==> config.mk <==
export PLATFORM = sky130hd
export DESIGN_NAME = mem_access_flat
export DESIGN_NICKNAME = d
export VERILOG_FILES = /design/src/rtl/mem_access_if.sv /design/src/rtl/mem_access.sv /design/src/flat_wrapper.sv
export SDC_FILE = /design/constraint.sdc
export NUM_CORES = 1
export LEC_CHECK = 0
export ABC_AREA = 1
export BUFFER_PORTS_ARGS = -buffer_cell sky130_fd_sc_hd__buf_2
export CAP_MARGIN = 20
export CORE_UTILIZATION = 45
export DETAILED_ROUTE_END_ITERATION = 6
export PLACE_DENSITY_LB_ADDON = 0.12
export SLEW_MARGIN = 10
export SYNTH_ARGS = -nofsm -noshare
export SYNTH_HDL_FRONTEND = slang
export SYNTH_SLANG_ARGS = --single-unit
==> constraint.sdc <==
create_clock -name clk -period 2 [get_ports clk]
set_input_delay 0.1 -clock clk [delete_from_list [all_inputs] [get_ports clk]]
set_output_delay 0.1 -clock clk [all_outputs]
set_load 0.02 [all_outputs]
==> src/rtl/mem_access_if.sv <==
// mem_access_if: upstream, data-memory and writeback signals of the memory-access stage
interface mem_access_if;
  logic        valid;
  logic [6:0]  opcode;
  logic [2:0]  funct3;
  logic [4:0]  rd;
  logic [31:0] alu_res;
  logic [31:0] reg_2;
  logic        stall;
  logic        dmem_req;
  logic        dmem_we;
  logic [31:0] dmem_addr;
  logic [31:0] dmem_wdata;
  logic [3:0]  dmem_wstrb;
  logic        dmem_ack;
  logic [31:0] dmem_rdata;
  logic        wb_valid;
  logic [4:0]  wb_rd;
  logic [31:0] wb_data;
  logic        misalign_err;
  logic        bus_err;
  modport master (
    output valid, opcode, funct3, rd, alu_res, reg_2, dmem_ack, dmem_rdata,
    input  stall, dmem_req, dmem_we, dmem_addr, dmem_wdata, dmem_wstrb,
           wb_valid, wb_rd, wb_data, misalign_err, bus_err
  );
  modport slave (
    input  valid, opcode, funct3, rd, alu_res, reg_2, dmem_ack, dmem_rdata,
    output stall, dmem_req, dmem_we, dmem_addr, dmem_wdata, dmem_wstrb,
           wb_valid, wb_rd, wb_data, misalign_err, bus_err
  );
endinterface

==> src/rtl/mem_access.sv <==
// mem_access: load/store stage with single-outstanding req/ack port, load extension and registered writeback
module mem_access #(
  parameter int TIMEOUT = 16
) (
  input logic clk,
  input logic reset,
  mem_access_if.slave bus
);
  localparam int CW = $clog2(TIMEOUT + 1);
  localparam logic [CW-1:0] LAST = CW'(TIMEOUT - 1);
  typedef enum logic {IDLE, WAIT} state_t;
  state_t state;
  logic [CW-1:0] cnt;
  logic [6:0] op_q;
  logic [2:0] f3_q;
  logic [4:0] rd_q;
  logic [31:0] res_q;
  logic consumed;
  logic is_mem, is_store, misal, same, take, issue;
  logic [3:0] strb;
  logic [31:0] wdata, ld;
  logic [7:0] b;
  logic [15:0] h;
  always_comb begin
    is_store = bus.opcode == 7'b0100011;
    is_mem = is_store || bus.opcode == 7'b0000011;
    misal = (bus.funct3[1:0] == 2'b00 && !bus.funct3[2]) || bus.funct3 == 3'b100 ? 1'b0 :
            bus.funct3 == 3'b001 || bus.funct3 == 3'b101 ? bus.alu_res[0] :
            bus.funct3 == 3'b010 ? |bus.alu_res[1:0] : 1'b1;
    // a held instruction that already finished (ack or timeout) must not be re-issued
    same = consumed && {bus.opcode, bus.funct3, bus.rd, bus.alu_res} == {op_q, f3_q, rd_q, res_q};
    take = bus.valid && !same;
    issue = take && is_mem && !misal;
    bus.stall = state == IDLE ? issue : !bus.dmem_ack;
    strb = !is_store ? 4'b0000 :
           bus.funct3[1:0] == 2'b00 ? 4'b0001 << bus.alu_res[1:0] :
           bus.funct3[1:0] == 2'b01 ? 4'b0011 << bus.alu_res[1:0] : 4'b1111;
    wdata = bus.funct3[1:0] == 2'b00 ? {4{bus.reg_2[7:0]}} :
            bus.funct3[1:0] == 2'b01 ? {2{bus.reg_2[15:0]}} : bus.reg_2;
    b = bus.dmem_rdata[{res_q[1:0], 3'b000} +: 8];
    h = res_q[1] ? bus.dmem_rdata[31:16] : bus.dmem_rdata[15:0];
    ld = f3_q == 3'b000 ? {{24{b[7]}}, b} :
         f3_q == 3'b100 ? {24'd0, b} :
         f3_q == 3'b001 ? {{16{h[15]}}, h} :
         f3_q == 3'b101 ? {16'd0, h} : bus.dmem_rdata;
  end
  always_ff @(posedge clk or negedge reset) begin
    if (!reset) begin
      state <= IDLE;
      cnt <= '0;
      op_q <= '0;
      f3_q <= '0;
      rd_q <= '0;
      res_q <= '0;
      consumed <= 1'b0;
      bus.dmem_req <= 1'b0;
      bus.dmem_we <= 1'b0;
      bus.dmem_addr <= '0;
      bus.dmem_wdata <= '0;
      bus.dmem_wstrb <= '0;
      bus.wb_valid <= 1'b0;
      bus.wb_rd <= '0;
      bus.wb_data <= '0;
      bus.misalign_err <= 1'b0;
      bus.bus_err <= 1'b0;
    end else begin
      bus.wb_valid <= 1'b0;
      bus.misalign_err <= 1'b0;
      bus.bus_err <= 1'b0;
      if (state == IDLE) begin
        consumed <= 1'b0;
        if (take && !is_mem) begin
          bus.wb_valid <= 1'b1;
          bus.wb_rd <= bus.rd;
          bus.wb_data <= bus.alu_res;
        end else if (take && misal) begin
          bus.misalign_err <= 1'b1;
        end else if (issue) begin
          bus.dmem_req <= 1'b1;
          bus.dmem_we <= is_store;
          bus.dmem_addr <= {bus.alu_res[31:2], 2'b00};
          bus.dmem_wstrb <= strb;
          bus.dmem_wdata <= wdata;
          op_q <= bus.opcode;
          f3_q <= bus.funct3;
          rd_q <= bus.rd;
          res_q <= bus.alu_res;
          cnt <= '0;
          state <= WAIT;
        end
      end else if (bus.dmem_ack) begin
        bus.dmem_req <= 1'b0;
        bus.wb_valid <= 1'b1;
        bus.wb_rd <= bus.dmem_we ? 5'd0 : rd_q;
        bus.wb_data <= bus.dmem_we ? 32'd0 : ld;
        consumed <= 1'b1;
        state <= IDLE;
      end else if (cnt == LAST) begin
        bus.dmem_req <= 1'b0;
        bus.bus_err <= 1'b1;
        consumed <= 1'b1;
        state <= IDLE;
      end else begin
        cnt <= cnt + 1'b1;
      end
    end
  end
endmodule

==> src/flat_wrapper.sv <==
// flat-port wrapper written by rule: the top's interface ports become plain ports
module mem_access_flat 
#(
  parameter int TIMEOUT = 16
)
  (clk, reset, bus_valid, bus_opcode, bus_funct3, bus_rd, bus_alu_res, bus_reg_2, bus_dmem_ack, bus_dmem_rdata, bus_stall, bus_dmem_req, bus_dmem_we, bus_dmem_addr, bus_dmem_wdata, bus_dmem_wstrb, bus_wb_valid, bus_wb_rd, bus_wb_data, bus_misalign_err, bus_bus_err);
  mem_access_if bus_i ();
  input logic clk;
  input logic reset;
  input wire logic [$bits(bus_i.valid)-1:0] bus_valid;
  input wire logic [$bits(bus_i.opcode)-1:0] bus_opcode;
  input wire logic [$bits(bus_i.funct3)-1:0] bus_funct3;
  input wire logic [$bits(bus_i.rd)-1:0] bus_rd;
  input wire logic [$bits(bus_i.alu_res)-1:0] bus_alu_res;
  input wire logic [$bits(bus_i.reg_2)-1:0] bus_reg_2;
  input wire logic [$bits(bus_i.dmem_ack)-1:0] bus_dmem_ack;
  input wire logic [$bits(bus_i.dmem_rdata)-1:0] bus_dmem_rdata;
  output wire logic [$bits(bus_i.stall)-1:0] bus_stall;
  output wire logic [$bits(bus_i.dmem_req)-1:0] bus_dmem_req;
  output wire logic [$bits(bus_i.dmem_we)-1:0] bus_dmem_we;
  output wire logic [$bits(bus_i.dmem_addr)-1:0] bus_dmem_addr;
  output wire logic [$bits(bus_i.dmem_wdata)-1:0] bus_dmem_wdata;
  output wire logic [$bits(bus_i.dmem_wstrb)-1:0] bus_dmem_wstrb;
  output wire logic [$bits(bus_i.wb_valid)-1:0] bus_wb_valid;
  output wire logic [$bits(bus_i.wb_rd)-1:0] bus_wb_rd;
  output wire logic [$bits(bus_i.wb_data)-1:0] bus_wb_data;
  output wire logic [$bits(bus_i.misalign_err)-1:0] bus_misalign_err;
  output wire logic [$bits(bus_i.bus_err)-1:0] bus_bus_err;
  assign bus_i.valid = bus_valid;
  assign bus_i.opcode = bus_opcode;
  assign bus_i.funct3 = bus_funct3;
  assign bus_i.rd = bus_rd;
  assign bus_i.alu_res = bus_alu_res;
  assign bus_i.reg_2 = bus_reg_2;
  assign bus_i.dmem_ack = bus_dmem_ack;
  assign bus_i.dmem_rdata = bus_dmem_rdata;
  assign bus_stall = bus_i.stall;
  assign bus_dmem_req = bus_i.dmem_req;
  assign bus_dmem_we = bus_i.dmem_we;
  assign bus_dmem_addr = bus_i.dmem_addr;
  assign bus_dmem_wdata = bus_i.dmem_wdata;
  assign bus_dmem_wstrb = bus_i.dmem_wstrb;
  assign bus_wb_valid = bus_i.wb_valid;
  assign bus_wb_rd = bus_i.wb_rd;
  assign bus_wb_data = bus_i.wb_data;
  assign bus_misalign_err = bus_i.misalign_err;
  assign bus_bus_err = bus_i.bus_err;
  mem_access #(.TIMEOUT(TIMEOUT)) u_core (.clk(clk), .reset(reset), .bus(bus_i));
endmodule
Word-level counts from Yosys, hierarchy flattened
Index checks and enable logic that the tools add are counted.

Bitwise operators: 3. Shift-type cells: 3. Equal/unequal tests: 18. Reduce and logical (&&, ||, !) cells: 24. Muxes and demuxes: 52. Add/sub/neg operators: 1.

Operators with widths (number): 32-bit 2-to-1 mux (10); 5-bit 2-to-1 mux (10); 47-bit equality test (1); 32-bit by 6-bit indexed part select with 8-bit output (1); 1-bit 2-to-1 mux (28); 16-bit 2-to-1 mux (1); 3-bit equality test, second input constant (4); 4-bit 2-to-1 mux (3); 4-bit AND reduction (2); 7-bit by 2-bit equality test with 1-bit output, second input constant (1); 7-bit by 6-bit equality test with 1-bit output, second input constant (1); 1-bit logical AND (7); 3-bit by 1-bit equality test with 1-bit output, second input constant (2); 2-bit inequality test, second input constant (3); 5-bit by 1-bit adder with 5-bit output, second input constant (1); 5-bit by 4-bit equality test with 1-bit output, second input constant (1); 1-bit logical NOT (5); 5-bit AND reduction (1); 2-bit by 1-bit inequality test with 1-bit output, second input constant (2); 2-bit nonzero test (2); 1-bit by 2-bit left shift with 4-bit output, first input constant (1); 2-bit by 2-bit left shift with 4-bit output, first input constant (1); 3-bit by 2-bit equality test with 1-bit output, second input constant (1); 3-bit logical NOT (1); 7 further kinds (11).

Output and inout bits: 111. Word-level logic and storage cells: 118. Register bits after elaboration: 162. Input bits: 115.

Depth between registers and ports, before layout
Gate-level depths: netlist of run 1.

Depth in word-level cells: 10. Gate-level depth with buffers: 16. Gate-level depth less buffers: 13.

Least setup slack after synthesis of run 1
Ideal clock, no wire load.

Kind: register -> register. From: register u_core.cnt[0]. To: register u_core.cnt[4]. Path buffers: 0. Slack: 0.220 ns. Cell stages (with the launch flop): 9. Setup time: 0.065 ns. Data required time: 1.935 ns. Data arrival time: 1.715 ns. Period minus slack after synthesis: 1.780 ns. Cells stage by stage: dfrtp_1 -> ha_1 -> nand2_1 -> nor2_1 -> ha_1 -> nor3_1 -> inv_1 -> or2_2 -> nand2_1.

Longest elaborated chain between the ends: 4. Elaborated cells between the ends (all ways): 7. Those cells by class: 1 x add/sub; 2 x eq/ne; 3 x mux; 1 x reduce/logical.

Ends and longest elaborated chain: start: declaration (line mem_access.sv:13) `logic [CW-1:0] cnt;`; start signal: assignment (line mem_access.sv:104) `cnt <= cnt + 1'b1;`; 5-bit by 1-bit adder with 5-bit output (line mem_access.sv:104); 5-bit 2-to-1 mux (line mem_access.sv:98) `end else if (cnt == LAST) begin`; 5-bit 2-to-1 mux (line mem_access.sv:91) `end else if (bus.dmem_ack) begin`; 5-bit 2-to-1 mux (line mem_access.sv:70) `if (state == IDLE) begin`.

Several ways; a longest one is shown, not always the timed one. The select of a mux whose other input is x is not followed. A chain may end at the register's enable or synchronous reset.

Worst setup path in the final report of run 1
From: register u_core.res_q[15]. To: output port bus_stall.

Longest elaborated chain between the ends: 7.

Ends and longest elaborated chain: start: declaration (line mem_access.sv:17) `logic [31:0] res_q;`; start signal: assignment (line mem_access.sv:87) `res_q <= bus.alu_res;`; 47-bit equality test (line mem_access.sv:31) `same = consumed && {bus.opcode, bus.funct3, bus.rd, bus.alu_res} == {op_q, f3_q, rd_q, res_q};`; 1-bit logical AND (line mem_access.sv:31); 1-bit logical NOT (line mem_access.sv:32) `take = bus.valid && !same;`; 1-bit logical AND (line mem_access.sv:32); 1-bit logical AND (2 in a row) (line mem_access.sv:33) `issue = take && is_mem && !misal;`; 1-bit 2-to-1 mux (line mem_access.sv:34) `bus.stall = state == IDLE ? issue : !bus.dmem_ack;`; end: declaration (line flat_wrapper.sv:18) `output wire logic [$bits(bus_i.stall)-1:0] bus_stall;`.

No other way between the ends.

==> metrics.yaml, run 1 <==
drt:
  vias: 7919
  drc_errors: 0
  detail-route-antenna-nets: 0
  number_of_vias_per_cell_after_detailed_routing: 5.02
  drt-pass1-iter-count: 5
  wl_per_cell_um: 15.3
  detailedRoute.firstIterationViolations: 542
  wl_um: 24200
power:
  max-vdd-ir-drop_mv: 0.593
  static-leakage-power_uw: 0.00558
  power.total_uw: 7840
  netSwitchingPower_uw: 2360
  p_clk_frac: 0.409
  register_share_of_total_power: 0.386
  power_frac_comb: 0.205
  power.switching_fraction: 0.301
  internal_power_of_the_cells_uw: 5480
  power_density_nw_per_um2: 758
synth:
  post_synth_and_or_nand_nor_area_fraction: 0.263
  synthesis.area_per_instance_um2: 7.13
  synth_compound_area_frac: 0.146
  synth_seq_area_share: 0.430
  yosysTopAreaCellShare: 0.430
  netlist-cell-type-count: 34
  syn_inst: 1079
  leading_cell_types_by_total_area_after_synthesis: "dfrtp_1 (43%), nand2_1 (17%), o21ai_0 (8.3%)"
  synth_top_area_cell: "dfrtp_1"
  synth_fa_ha_area_frac: 0.00976
  synth-warning-count: 0
  dominant_cell_by_count_in_the_synthesized_netlist: "nand2_1"
  synth-async-reset-ratio: 1.00
  post_synth_xor_area_fraction: 0.0137
  synth-edff-count: 0
  post_synth_most_frequent_cells: "nand2_1 (339), dfrtp_1 (132), inv_1 (131)"
  synth_top_flop_cell: "dfrtp_1"
  netlist_area_um2: 7690
  synth.area.mux_share: 0.00130
  largest_family_of_logic_cells_by_synthesized_area: "simple AND/OR/NAND/NOR gates"
  synth-seq-cells: 132
grt:
  largest_net_degree_at_the_start_of_global_routing: 52
  grt.overflow.total: 0
  grt_first_pass_wirelength_um: 37900
  antenna_found_initial: 1
  first_global_vias: 7430
  grt_usage: 0.273
floorplan:
  die_w_um: 133
  initial_utilization: 0.462
  die-area_um2: 17600
  die_h_um: 133
  placementRows: 47
  floorplan.io_pins: 226
  floorplan.core_area_um2: 16600
critical_path:
  crit_required_ps: 1900
  critical_path_end_type: "output port"
  worst_r2r_startpoint: "u_core.res_q[15]"
  slack_of_the_worst_reg_to_reg_path_ps: 40
  critPathMaxFanout: 3
  worst_ep_arrival_time_ps: 1920
  critPathLaunchType: "flip-flop"
  worst-r2r-cell-count: 13
  crit_type: "flip-flop to output port"
  worstReg2RegEnd: "u_core.bus.wb_data[20]"
placement:
  placed_cell_area_um2: 8890
  hpwlAfterDp_um: 16400
  placer_congestion_estimate: 0.962
  port_buffer_count: 223
  pre_cts_ws_ps: 24.9
clock_tree:
  cts_root_buffer: "clkbuf_16"
  htree_num_levels: 4
  insertion_delay_ps: 430
  tritoncts: "built"
  worst_setup_hold_path_clk_slew_ps: 60
  cts-buffers-inserted: 17
  tritoncts_num_sinks: 132
  cts_buffer_depth: 2
cells_and_area:
  syn2layout_area_growth_pct: 34.7
  final_nets: 1464
  finalInstanceArea_um2: 10400
  filler_cell_count: 1546
  final_layout_size_suffix_gt1_frac: 0.249
status:
  violations: "setup timing"
  run_status: "finished with violations"
min_path:
  worst_hold_path.num_cells: 3
  hold_path_end: "u_core.bus.dmem_wdata[23]"
  hold_path.startpoint: "bus_reg_2[23]"
  worst_hold_path_class: "primary input to flip-flop"
timing:
  achievable-frequency_mhz: 495
  timing.final.crit_share: 1.01
  setup_slack_ps: -19.0
  number_of_hold_violations_in_the_final_report: 0
  finalClockSkew_ps: 8.00
  slew_headroom: 0.660
  rsz0062_at_grt: "true"
  finalSetupViolCount: 1
  tightestPinTransition_ps: 510
  fin_crit_ps: 2020
  maxSlewViolCount: 0
flow_run:
  cap_violations: 0
-- power by group through the flow --
stage | clock (uW) | sequential, uW | combinational [uW]
floorplan | 0 | 3210 | 763
global placement | 0 | 3070 | 1430
detailed placement | 0 | 3070 | 1450
CTS | 3250 | 3030 | 1560
global route | 3370 | 3050 | 1780
finish | 3210 | 3030 | 1610
-- metal layers --
layer	routed length, um	share of wire	global-route usage	up-vias
met4	423	0.017	0.0843	0
met5	0	0	0	-
met3	1520	0.063	0.0498	28
met1	10800	0.45	0.367	3678
met2	11500	0.47	0.449	288
li1	-	-	-	3925
-- cell type report --
| class | count | area, um2 | area share |
|---|---|---|---|
| Antenna cell | 1 | 2.50 | 0.000242 |
| Clock buffer | 21 | 480 | 0.0464 |
| Timing Repair Buffer | 329 | 2210 | 0.214 |
| Multi-Input combinational cell | 728 | 3450 | 0.333 |
| Sequential cell | 132 | 3300 | 0.319 |
| Clock inverter | 11 | 124 | 0.0120 |
| Tap cell | 220 | 275 | 0.0266 |
| Inverter | 135 | 509 | 0.0492 |
-- state kept, by name (all words and copies together), names as in the netlist --
name,flops
u_core.bus.dmem_wdata,32
u_core.bus.wb_data,32
u_core.res_q,31
u_core.op_q,7
u_core.bus.wb_rd,5
u_core.cnt,5
u_core.rd_q,5
u_core.bus.dmem_wstrb,4
u_core.f3_q,3
u_core.bus.bus_err,1
u_core.bus.dmem_addr,1
u_core.bus.dmem_req,1
u_core.bus.dmem_we,1
u_core.bus.misalign_err,1
u_core.bus.wb_valid,1
u_core.consumed,1
u_core.state,1
-- timing repair --
action                                 in CTS  in global routing
gates resized for setup                    14                 20
gates cloned                                0                  3
setup buffers                               7                  8
hold buffers                               57                  0
endpoints found under the hold margin     106                  0
pin swaps                                   9                  9
setup endpoints to repair                   1                122
-- placed cells by master, fill, tap and decap left out, types with 10 or more instances in the layout --
master         instances
nand2_1              333
buf_2                221
dfrtp_1              131
inv_1                129
o21ai_0              126
nand3_1               76
dlygate4sd3_1         57
nor2_1                55
a21oi_1               38
buf_4                 36
clkbuf_16             19
o22ai_1               15
xnor2_1               12
o21ai_1               10
-- cells by family (layout without fill, tap and decap cells) --
| family | count (synthesis) | after routing |
|---|---|---|
| buffers and inverters | 220 | 496 |
| multiplexers | 1 | 1 |
| flip-flops | 132 | 132 |
| AND/OR/NAND/NOR | 498 | 498 |
| adder cells (fa/ha/maj) | 6 | 6 |
| other | 1 | 3 |
| XOR/XNOR | 12 | 12 |
| AO/OA/AOI/OAI | 209 | 209 |
-- per-stage QoR --
step           hold WS [ps]  setup TNS (ps)  instances   util
3_3_place_gp           81.2               0       1469  0.534
5_1_grt                9.32           -1930       1577  0.622
3_5_place_dp           84.3               0       1469  0.534
2_1_floorplan          -196               0       1080      -
6_report               3.84           -19.0       1577  0.622
4_1_cts               0.408               0       1565  0.611
-- critical path, cell delays in order (launching register included) --
cell and delay, ps:
dfrtp_1 380, buf_4 150, nand2_2 60, nand4_1 80, nor2_2 190, nand2_2 80, nor2_4 130, nand3_4 100
nand4_4 100, o21ai_4 80, buf_6 140
-- worst max path at each step --
stage	from	endpoint	cells past startpoint
after floorplan	u_core.cnt[0]	u_core.cnt[4]	8
after global placement	u_core.res_q[18]	bus_stall	9
after detailed placement	u_core.res_q[18]	u_core.f3_q[0]	9
after CTS	u_core.res_q[18]	bus_stall	9
after global routing	u_core.res_q[20]	bus_stall	11
final	u_core.res_q[15]	bus_stall	10
Power figures use the tool's default switching activity.
==> inputs of run 2 (changes only) <==
- PLACE_DENSITY: default -> 0.71
- PLACE_DENSITY_LB_ADDON: 0.12 -> default
==> metrics.yaml, run 2 (same netlist as run 1, synthesis figures left out) <==
status:
  run_status: "finished with violations"
  violations: "setup timing"
grt:
  use_met1: 0.363  # -0.00316
  grtUsageMet2: 0.463  # +0.0140
  grtUsageMet3: 0.0640  # +0.0142
  grt_usage: 0.278  # +0.00431
  antenna_found_initial: 2  # +1
  globalRoute.busiestLayer: "met2"
  largest_net_degree_at_the_start_of_global_routing: 70  # +35%
  grt_first_pass_wirelength_um: 38300  # +1.2%
  first_global_vias: 7629  # +2.7%
  grt.overflow.total: 0  # unchanged
drt:
  wl_per_cell_um: 15.8  # +3.4%
  drt-pass1-iter-count: 5  # unchanged
  drc_errors: 0  # unchanged
  vias: 7986  # +0.85%
  detailedRoute.firstIterationViolations: 735  # +36%
  number_of_vias_per_cell_after_detailed_routing: 5.14  # +2.3%
  wl_um: 24600  # +1.9%
  detail-route-antenna-nets: 0  # unchanged
placement:
  placer_congestion_estimate: 0.925  # -3.9%
  hpwlAfterDp_um: 16800  # +2.6%
  pre_cts_ws_ps: 13.7  # -11.3 ps
  port_buffer_count: 223  # unchanged
clock_tree:
  htree_num_levels: 4  # unchanged
  insertion_delay_ps: 420  # about the same
  worst_setup_hold_path_clk_slew_ps: 60  # about the same
  cts_buffer_depth: 2  # unchanged
  cts-buffers-inserted: 17  # unchanged
  tritoncts_num_sinks: 132  # unchanged
  tritoncts: "built"
  cts_root_buffer: "clkbuf_16"
timing:
  finalClockSkew_ps: 7.00  # -0.997 ps
  finalSetupViolCount: 1  # unchanged
  number_of_hold_violations_in_the_final_report: 0  # unchanged
  rsz0062_at_grt: "true"
  tightestPinTransition_ps: 603  # +92.7 ps
  timing.final.crit_share: 1.01  # -0.00126
  totalNegativeSetupSlack_ps: -16.5  # +2.52 ps
  setup_slack_ps: -16.5  # +2.52 ps
  maxSlewViolCount: 0  # unchanged
  slew_headroom: 0.595  # -0.0643
  fin_crit_ps: 2020  # -2.52 ps
  achievable-frequency_mhz: 496  # +0.12%
power:
  static-leakage-power_uw: 0.00549  # -1.7%
  max-vdd-ir-drop_mv: 0.617  # +4.0%
  power_density_nw_per_um2: 782  # +3.3%
cells_and_area:
  top_library_cells_by_usage_in_the_layout_fill_and_taps_aside: "nand2_1 (336), buf_2 (221), dfrtp_1 (132), inv_1 (131), o21ai_0 (126)"
  mostFrequentLayoutCell: "nand2_1"
  filler_cell_count: 1484  # -4.0%
  syn2layout_area_growth_pct: 32.0
  final_nets: 1441  # -1.6%
  final_layout_size_suffix_gt1_frac: 0.235  # -0.0145
  largest_registers: "u_core.bus.dmem_wdata: 32 flops, u_core.bus.wb_data: 32 flops, u_core.res_q: 31 flops"
  finalCoreUtilization: 0.610  # -0.0121
floorplan:
  die_h_um: 133  # unchanged
  floorplan.core_area_um2: 16600  # unchanged
  floorplan.io_pins: 226  # unchanged
  die_w_um: 133  # unchanged
  initial_utilization: 0.462  # unchanged
  placementRows: 47  # unchanged
  die-area_um2: 17600  # unchanged
critical_path:
  slack_of_the_worst_reg_to_reg_path_ps: 20  # -20 ps
  critPathMaxFanout: 3  # unchanged
  critical_path_end_type: "output port"
  crit_type: "flip-flop to output port"
  crit_required_ps: 1900  # about the same
  critPathLaunchType: "flip-flop"
  worst_ep_arrival_time_ps: 1920  # about the same
min_path:
  worst_hold_path_class: "primary input to flip-flop"
flow_run:
  cap_violations: 0  # unchanged
[run 2: worst paths after layout]
path | to | startpoint | cells past startpoint
min in group asynchronous | u_core.bus.wb_data[9] | reset | 2
max reg2reg | u_core.bus.wb_rd[0] | u_core.res_q[12] | 12
max in group asynchronous | u_core.op_q[5] | reset | 3
min reg2reg | u_core.bus.dmem_wdata[22] | u_core.bus.dmem_wdata[22] | 2
max | bus_stall | u_core.res_q[12] | 9
min | u_core.res_q[27] | bus_alu_res[27] | 3
[run 2: metal layers]
metal,vias up,part of all wire
li1,3880,-
met1,3723,0.43
met2,345,0.47
met3,38,0.081
met4,0,0.017
met5,-,0
[run 2: cell type report]
class                      instances  area (um2)  share of cell area
timing repair buffer             306        2030               0.200
multi-input combinational        728        3400               0.335
antenna                            2        5.00            0.000493
inverter                         135         509              0.0502
clock inverter                    12         179              0.0176
clock buffer                      20         457              0.0450
tap                              220         275              0.0271
sequential                       132        3300               0.325
[run 2: metrics by stage]
step / total power (uW) / hold WS, ps / std cells / cell area, um2
floorplan: 3970 / -196 / 1080 / 7690
global placement: 4490 / 96.1 / 1469 / 8870
detailed placement: 4520 / 97.0 / 1469 / 8870
CTS: 7960 / 0.625 / 1549 / 10000
global route: 8320 / 0.287 / 1554 / 10200
finish: 7940 / 6.56 / 1555 / 10200
[run 2: where the power goes]
part           internal, uW  switching, uW  total (uW)
clock                  2150           1210        3360
combinational           593            964        1560
sequential             2880            144        3020
total                  5620           2320        7940
[run 2: worst max-delay path, cell delays in order (launching register included)]
cell,delay [ps]
dfrtp_1,400
xnor2_1,170
nand2_1,90
nor2_1,160
nand2_1,140
nor2_4,140
nand3_2,100
nand4_4,100
o21ai_4,80
buf_6,140
[run 2: timing repair]
action	in CTS	in global routing
pin swaps	6	1
hold buffers	45	0
setup buffers	3	0
gates resized for setup	12	12
gates cloned	0	4
hold endpoints to repair	94	0
setup endpoints to repair	10	121
